===== src/rtl/mac_operand_feeder.sv =====
// Operand staging for the MAC accumulator: two show-ahead FIFOs feed one A/B pair
// per cycle, with clear/enable timed around the MAC's registered multiplier.
module mac_operand_feeder #(
    parameter int DATA_WIDTH = 8,
    parameter int DEPTH      = 8,
    parameter int VEC_LEN    = 8
) (
    input  logic                  clk,
    input  logic                  rst_n,
    input  logic                  a_wr_en,
    input  logic [DATA_WIDTH-1:0] a_wr_data,
    input  logic                  b_wr_en,
    input  logic [DATA_WIDTH-1:0] b_wr_data,
    input  logic                  start,
    output logic                  a_full,
    output logic                  b_full,
    output logic                  a_empty,
    output logic                  b_empty,
    output logic                  busy,
    output logic                  done,
    output logic [DATA_WIDTH-1:0] mac_ain,
    output logic [DATA_WIDTH-1:0] mac_bin,
    output logic                  mac_en,
    output logic                  mac_clr
);

    localparam int PW = $clog2(DEPTH);
    localparam int CW = $clog2(DEPTH + 1);
    localparam int KW = $clog2(VEC_LEN + 1);
    localparam logic [CW-1:0] CNT_FULL = CW'(DEPTH);
    localparam logic [CW-1:0] CNT_NEED = CW'(VEC_LEN);
    localparam logic [KW-1:0] K_LAST   = KW'(VEC_LEN - 1);

    typedef enum logic [2:0] {
        IDLE  = 3'd0,
        CLEAR = 3'd1,
        FEED  = 3'd2,
        DRAIN = 3'd3,
        DONE  = 3'd4
    } state_t;

    state_t          state;
    logic [KW-1:0]   k;
    logic            pop;

    logic [1:0]            push;
    logic [DATA_WIDTH-1:0] wdata [2];
    logic [DATA_WIDTH-1:0] head  [2];
    logic [CW-1:0]         count [2];
    logic [1:0]            full;
    logic [1:0]            empty;

    assign push     = {b_wr_en, a_wr_en};
    assign wdata[0] = a_wr_data;
    assign wdata[1] = b_wr_data;
    assign pop      = (state == FEED);

    // Index 0 is the A FIFO, index 1 the B FIFO; both pop together during FEED.
    for (genvar f = 0; f < 2; f++) begin : g_fifo
        logic [DATA_WIDTH-1:0] mem [DEPTH];
        logic [PW-1:0]         rd_ptr;
        logic [PW-1:0]         wr_ptr;
        logic [CW-1:0]         cnt;
        logic                  do_push;
        logic                  do_pop;

        assign do_pop  = pop && (cnt != '0);
        // A pop in the same cycle frees the slot, so a push into a full FIFO can still land.
        assign do_push = push[f] && ((cnt != CNT_FULL) || do_pop);

        always_ff @(posedge clk or negedge rst_n) begin
            if (!rst_n) begin
                rd_ptr <= '0;
                wr_ptr <= '0;
                cnt    <= '0;
            end else begin
                if (do_push) begin
                    wr_ptr <= wr_ptr + PW'(1);
                end
                if (do_pop) begin
                    rd_ptr <= rd_ptr + PW'(1);
                end
                case ({do_push, do_pop})
                    2'b10:   cnt <= cnt + CW'(1);
                    2'b01:   cnt <= cnt - CW'(1);
                    default: cnt <= cnt;
                endcase
            end
        end

        always_ff @(posedge clk) begin
            if (do_push) begin
                mem[wr_ptr] <= wdata[f];
            end
        end

        assign head[f]  = mem[rd_ptr];
        assign count[f] = cnt;
        assign full[f]  = (cnt == CNT_FULL);
        assign empty[f] = (cnt == '0);
    end

    assign a_full  = full[0];
    assign b_full  = full[1];
    assign a_empty = empty[0];
    assign b_empty = empty[1];

    // Operands are forced to zero outside FEED so the MAC multiplier sees no stale data.
    assign mac_ain = pop ? head[0] : '0;
    assign mac_bin = pop ? head[1] : '0;

    always_ff @(posedge clk or negedge rst_n) begin
        if (!rst_n) begin
            state   <= IDLE;
            k       <= '0;
            busy    <= 1'b0;
            done    <= 1'b0;
            mac_clr <= 1'b0;
            mac_en  <= 1'b0;
        end else begin
            // Enable trails the pop by one cycle to match the MAC's product register.
            mac_en  <= pop;
            mac_clr <= 1'b0;
            done    <= 1'b0;
            case (state)
                IDLE: begin
                    if (start && (count[0] >= CNT_NEED) && (count[1] >= CNT_NEED)) begin
                        state   <= CLEAR;
                        busy    <= 1'b1;
                        mac_clr <= 1'b1;
                    end
                end
                CLEAR: begin
                    k     <= '0;
                    state <= FEED;
                end
                FEED: begin
                    k <= k + KW'(1);
                    if (k == K_LAST) begin
                        state <= DRAIN;
                    end
                end
                DRAIN: begin
                    state <= DONE;
                    done  <= 1'b1;
                end
                DONE: begin
                    state <= IDLE;
                    busy  <= 1'b0;
                end
                default: begin
                    state <= IDLE;
                    busy  <= 1'b0;
                end
            endcase
        end
    end

endmodule


===== config.mk =====
export PLATFORM = sky130hd
export DESIGN_NAME = mac_operand_feeder
export DESIGN_NICKNAME = d
export VERILOG_FILES = /design/src/rtl/mac_operand_feeder.sv
export SDC_FILE = /design/constraint.sdc
export NUM_CORES = 1
export LEC_CHECK = 0
export CAP_MARGIN = 20
export CORE_MARGIN = 2
export CORE_UTILIZATION = 60
export CTS_CLUSTER_SIZE = 10
export DETAILED_ROUTE_END_ITERATION = 10
export GPL_TIMING_DRIVEN = 0
export PLACE_DENSITY = 0.89
export REMOVE_ABC_BUFFERS = 1
export SLEW_MARGIN = 20
export SYNTH_ARGS = -nofsm -noshare
export SYNTH_HDL_FRONTEND = slang
export SYNTH_SLANG_ARGS = --single-unit

===== constraint.sdc =====
create_clock -name clk -period 7.12 [get_ports clk]
set_input_delay 2.136 -clock clk [delete_from_list [all_inputs] [get_ports clk]]
set_output_delay 2.136 -clock clk [all_outputs]
set_load 0.03 [all_outputs]

Yosys cells after proc, flatten, opt, wreduce, memory -nomap -nowiden
Memory sizes are Yosys's and may differ from the RTL's.
Index checks and enable logic that the tools add are counted.

word-level totals
  memory bits (writable) = 128
  bits in registers = 31
  memory bits (read-only) = 0
  logic and storage cells = 76
  memories kept = 2
  bits in latches = 0

memory list
  memory         depth  width  read ports  clocked after memory_dff  wr ports  RTL line  text
  g_fifo[0].mem  8      8      1           0                         1         60        logic [DATA_WIDTH-1:0] mem [DEPTH];
  g_fifo[1].mem  8      8      1           0                         1         60

operators by class
  reduce and logical (&&, ||, !) cells = 19
  multipliers = 0
  shift operators = 0
  bitwise operators = 1
  add/subtract/negate cells = 9
  magnitude comparators = 2
  divide/modulo/power cells = 0
  eq/ne operators = 14
  multiplexer cells = 17

operators with widths
  cell                                                 number
  one-hot mux 4 bit (2 select lines)                   3
  two-way mux 8 bit                                    2
  adder 3 x 1 -> 3 bit, second input constant          4
  adder 4 x 1 -> 4 bit, second input constant          3
  one-hot mux 3 bit (4 select lines)                   1
  equality test 4 bit, second input constant           2
  >= comparator 4 bit, second input constant           2
  logical NOT 4 bit                                    2
  two-way mux 1 bit                                    8
  inequality test 4 bit, second input constant         2
  nonzero test 4 bit                                   2
  subtractor 4 x 1 -> 4 bit, second input constant     2
  equality test 3 x 2 -> 1 bit, second input constant  2
  logical AND 1 bit                                    6
  two-way mux 3 bit                                    2
  nonzero test 2 bit                                   3
  equality test 2 x 1 -> 1 bit, second input constant  2
  equality test 2 bit, second input constant           2
  equality test 4 x 3 -> 1 bit, second input constant  1
  AND reduction 2 bit                                  2
  equality test 3 x 1 -> 1 bit, second input constant  1
  logical NOT 3 bit                                    1
  OR reduction 3 bit                                   1
  logical OR 1 bit                                     2
  4 further kinds                                      4

Logic depth before layout (Yosys ltp)
  depth in word-level cells = 6
  mapped depth = 9
  depth with buffers taken out = 8

Worst setup path before layout
OpenSTA, ideal clock, no wires.

  kind = register to output
  start = reg state[1]
  end = out mac_ain[4]
  path buffers = 3
  data required time = 4.984 ns
  data arrival time = 1.735 ns
  cell stages (with the launch flop) = 6
  path slack = 3.249 ns
  cell sequence = dfrtp_1 > or3b_4 > buf_6 > buf_2 > buf_2 > nor2_1

between the ends
  cells in the longest elaborated chain, start to end = 2

RTL lines
  element                       RTL line  text
  from (decl)                   42        state_t state;
  from (signal assigned)        114       state <= IDLE;
  from (signal assigned)        128       state <= CLEAR;
  from (signal assigned)        135       state <= FEED;
  equality test 3 x 2 -> 1 bit  56        assign pop = (state == FEED);
  two-way mux 8 bit             109       assign mac_ain = pop ? head[0] : '0;
  to (decl)                     21        output logic [DATA_WIDTH-1:0] mac_ain,

Every way passes these cells.

Worst setup path after layout
  start = reg g_fifo[1].rd_ptr[0]
  end = out mac_bin[6]

between the ends
  cells in the longest elaborated chain, start to end = 2

RTL lines
  element                  RTL line  text
  from (decl)              61        logic [PW-1:0] rd_ptr;
  from (signal assigned)   81        rd_ptr <= rd_ptr + PW'(1);
  memory read (8 x 8 bit)  -
  two-way mux 8 bit        110       assign mac_bin = pop ? head[1] : '0;
  to (decl)                22        output logic [DATA_WIDTH-1:0] mac_bin,

Every way passes these cells.

==> metrics <==
worst reg2reg startpoint state[1]$_DFFE_PN0P_; CP Buf/Inv Count 1; Clk Latency, worst-skew pair 0.53 ns; status completed; Critical Path, Cell by Cell mux4_2, mux2i_1, nor2_1, clkdlybuf4s50_1; Mapped Cells 373; maximum fanout along the worst path 18; Post-synth EDFFs 128; Worst R2R Path Depth 4; PD cells 417 mW/mm2; Detailed Place HPWL 7.12 mm; Starting Density 0.611; WS Path Type reg -> out; initial antenna violation count 0; layout cells sized above 1 0.209; # DRC 0; Yosys cell types 46; crit path time final 4.89 ns; drt initial violations 188; CTS root buf clkbuf_8; # resized after CTS 0; total routed wirelength 11.8 mm; Max-slew headroom 0.388; fraction of registers with async set/reset 0.195; worst slew pin tran 0.915 ns; CTS H-tree depth 4; Seq/Total Area, Yosys 0.704; Most used DFF post-synth edfxtp_1; Final #Nets 445; DRT antenna net count 0; vias per cell 5.94; Area Overhead vs Synth 17.7%; Power Total 0.00322 W; hold_buf cts 0; synthesized cell area 0.00657 mm2; TNS Setup 0 ns; Yosys reg bits 159; VDD IR max 0.193 mV; delay-heaviest family, CP multiplexers; IO Count 45; routability cong. 0.783; R2R Path End g_fifo[1].mem[6][3]$_DFFE_PP_; syn avg cell area 17.6 um2; Critical path origin g_fifo[1].rd_ptr[0]$_DFFE_PN0N_; register area 0.00462 mm2; Final Hold Fails 0; number of CTS-inserted buffers 17; Final Max Slew Viols 0; row cnt 38; Final period util 0.687; clock sinks 159; Non-Filler Instances 570; reg-to-reg slack, setup 4.42 ns; GRT Util Overall 0.219; vias in the first global route 3528; Hold Crit Class reg -> reg; full die area 0.0118 mm2; Crit-path slowest cell dfrtp_2; RSZ-0062 raised after global routing false; number of fill cells 664; total gr overflow 0; Reg clk slew, reported paths 0.06 ns; Worst EP arrival 2.76 ns; Max Root-Sink Buffers 2; Inserted Diodes 0; final setup fails 0; I/O Buffers 44; Worst setup EP type primary output; Pre-Repair DR Iteration Count 5; Setup crit start kind flip-flop; first-pass GRT wire length 18.1 mm; clk_skew 0.00729 ns; via count 3387; pin count of the biggest net entering global routing 33; Post-CTS Setup Inserts 0; maxcap violations 0; Die Y 109 um; worst hold path stage count 1; Worst path max stage delay 0.76 ns; leakage power total 2.68 nW; HP Start busy$_DFFE_PN0P_; Peak Freq 204 MHz; Placed Instances 538; CORE AREA 0.0107 mm2; Ys Warns 0; hold endpoint busy$_DFFE_PN0P_; Die Wd 109 um; area of the multi-input gates 0.00186 mm2; wire per inst 20.6 um; TritonCTS clock tree built; Worst EP required 4.98 ns
[cells in the mapped netlist (3+ instances only)]
cell	count	area (um2)
buf_6	3	33.8
ha_1	7	87.6
mux4_2	32	721
dfrtp_1	31	776
o21ai_0	7	35.0
clkbuf_1	5	18.8
nand2_1	18	67.6
inv_1	4	15.0
mux2i_1	18	180
nand2b_1	6	37.5
xnor2_1	10	87.6
a21oi_1	3	15.0
nor3_1	11	55.1
buf_1	4	15.0
nor2_1	31	116
buf_2	8	40.0
edfxtp_1	128	3840
xor2_1	7	61.3
[state kept, by name, indices dropped and copies added, names as in the netlist]
signal,flops
done,1
g_fifo.rd_ptr,6
busy,1
g_fifo.cnt,8
k,4
state,3
mac_clr,1
g_fifo.mem,128
mac_en,1
g_fifo.wr_ptr,6
[cell type report]
type	count	area share
Multi-Input combinational cell	189	0.240
Timing Repair Buffer	45	0.0573
Clock buffer	17	0.0536
Inverter	5	0.00259
Clock inverter	15	0.0256
Tap cell	140	0.0227
Sequential cell	159	0.598
[logic make-up (layout without fill, tap and decap cells)]
family          after synthesis  count (layout)  synth area share
compound gates               27              27            0.0309
xor+xnor                     17              17            0.0227
fa+ha+maj                     7               7            0.0133
buf+inv                      25              82            0.0194
flops                       159             159             0.704
mux                          54              54             0.144
simple gates                 84              84            0.0661
[cells in the final DEF, fill, tap and decap left out, types with 3 or more instances in the layout]
cell type        count
inv_1                4
dfrtp_1             29
xor2_1               7
clkbuf_16           16
xnor2_1             10
mux4_2              32
inv_8                3
mux2i_1             18
clkdlybuf4s50_1     43
edfxtp_1           128
nor3_2               7
inv_6                4
nand2b_1             6
bufinv_16            3
a21oi_1              3
clkinv_4             3
nand2_1             18
nor3_1               5
o21ai_0              7
nor2_1              31
ha_1                 7
[through the flow]
| stage | utilization | hold WS (ns) | setup WS (ns) | cell area (um2) |
|---|---|---|---|---|
| finish | 0.719 | 0.490 | 2.23 | 7730 |
| global route | 0.719 | 0.521 | 2.07 | 7730 |
| CTS | 0.719 | 0.494 | 1.78 | 7720 |
| detailed placement | 0.662 | 0.480 | 2.37 | 7110 |
| global placement | 0.658 | 0.468 | 2.18 | 7070 |
| floorplan | - | 0.459 | 3.24 | 6460 |
[power breakdown]
| group | switching, W | internal [W] | total [W] |
|---|---|---|---|
| Sequential | 0.000248 | 0.00119 | 0.00144 |
| Clock | 0.000377 | 0.000546 | 0.000923 |
| Combinational | 0.000416 | 0.000446 | 0.000862 |
[worst max path at each step]
stage,endpoint,depth (start not counted)
after floorplan,mac_ain[0],3
after global placement,g_fifo[0].mem[0][4]$_DFFE_PP_,3
after detailed placement,mac_bin[5],4
after CTS,mac_bin[6],4
after global routing,mac_bin[6],4
final,mac_bin[6],4
[metal layers]
metal  vias up  track usage  share of wire
li1       1543            -              -
met1      1751        0.251           0.37
met2        82        0.392           0.57
met3        11       0.0598          0.046
met4         0       0.0842          0.013
met5         -            0              0
(Power assumes the default switching activity.)
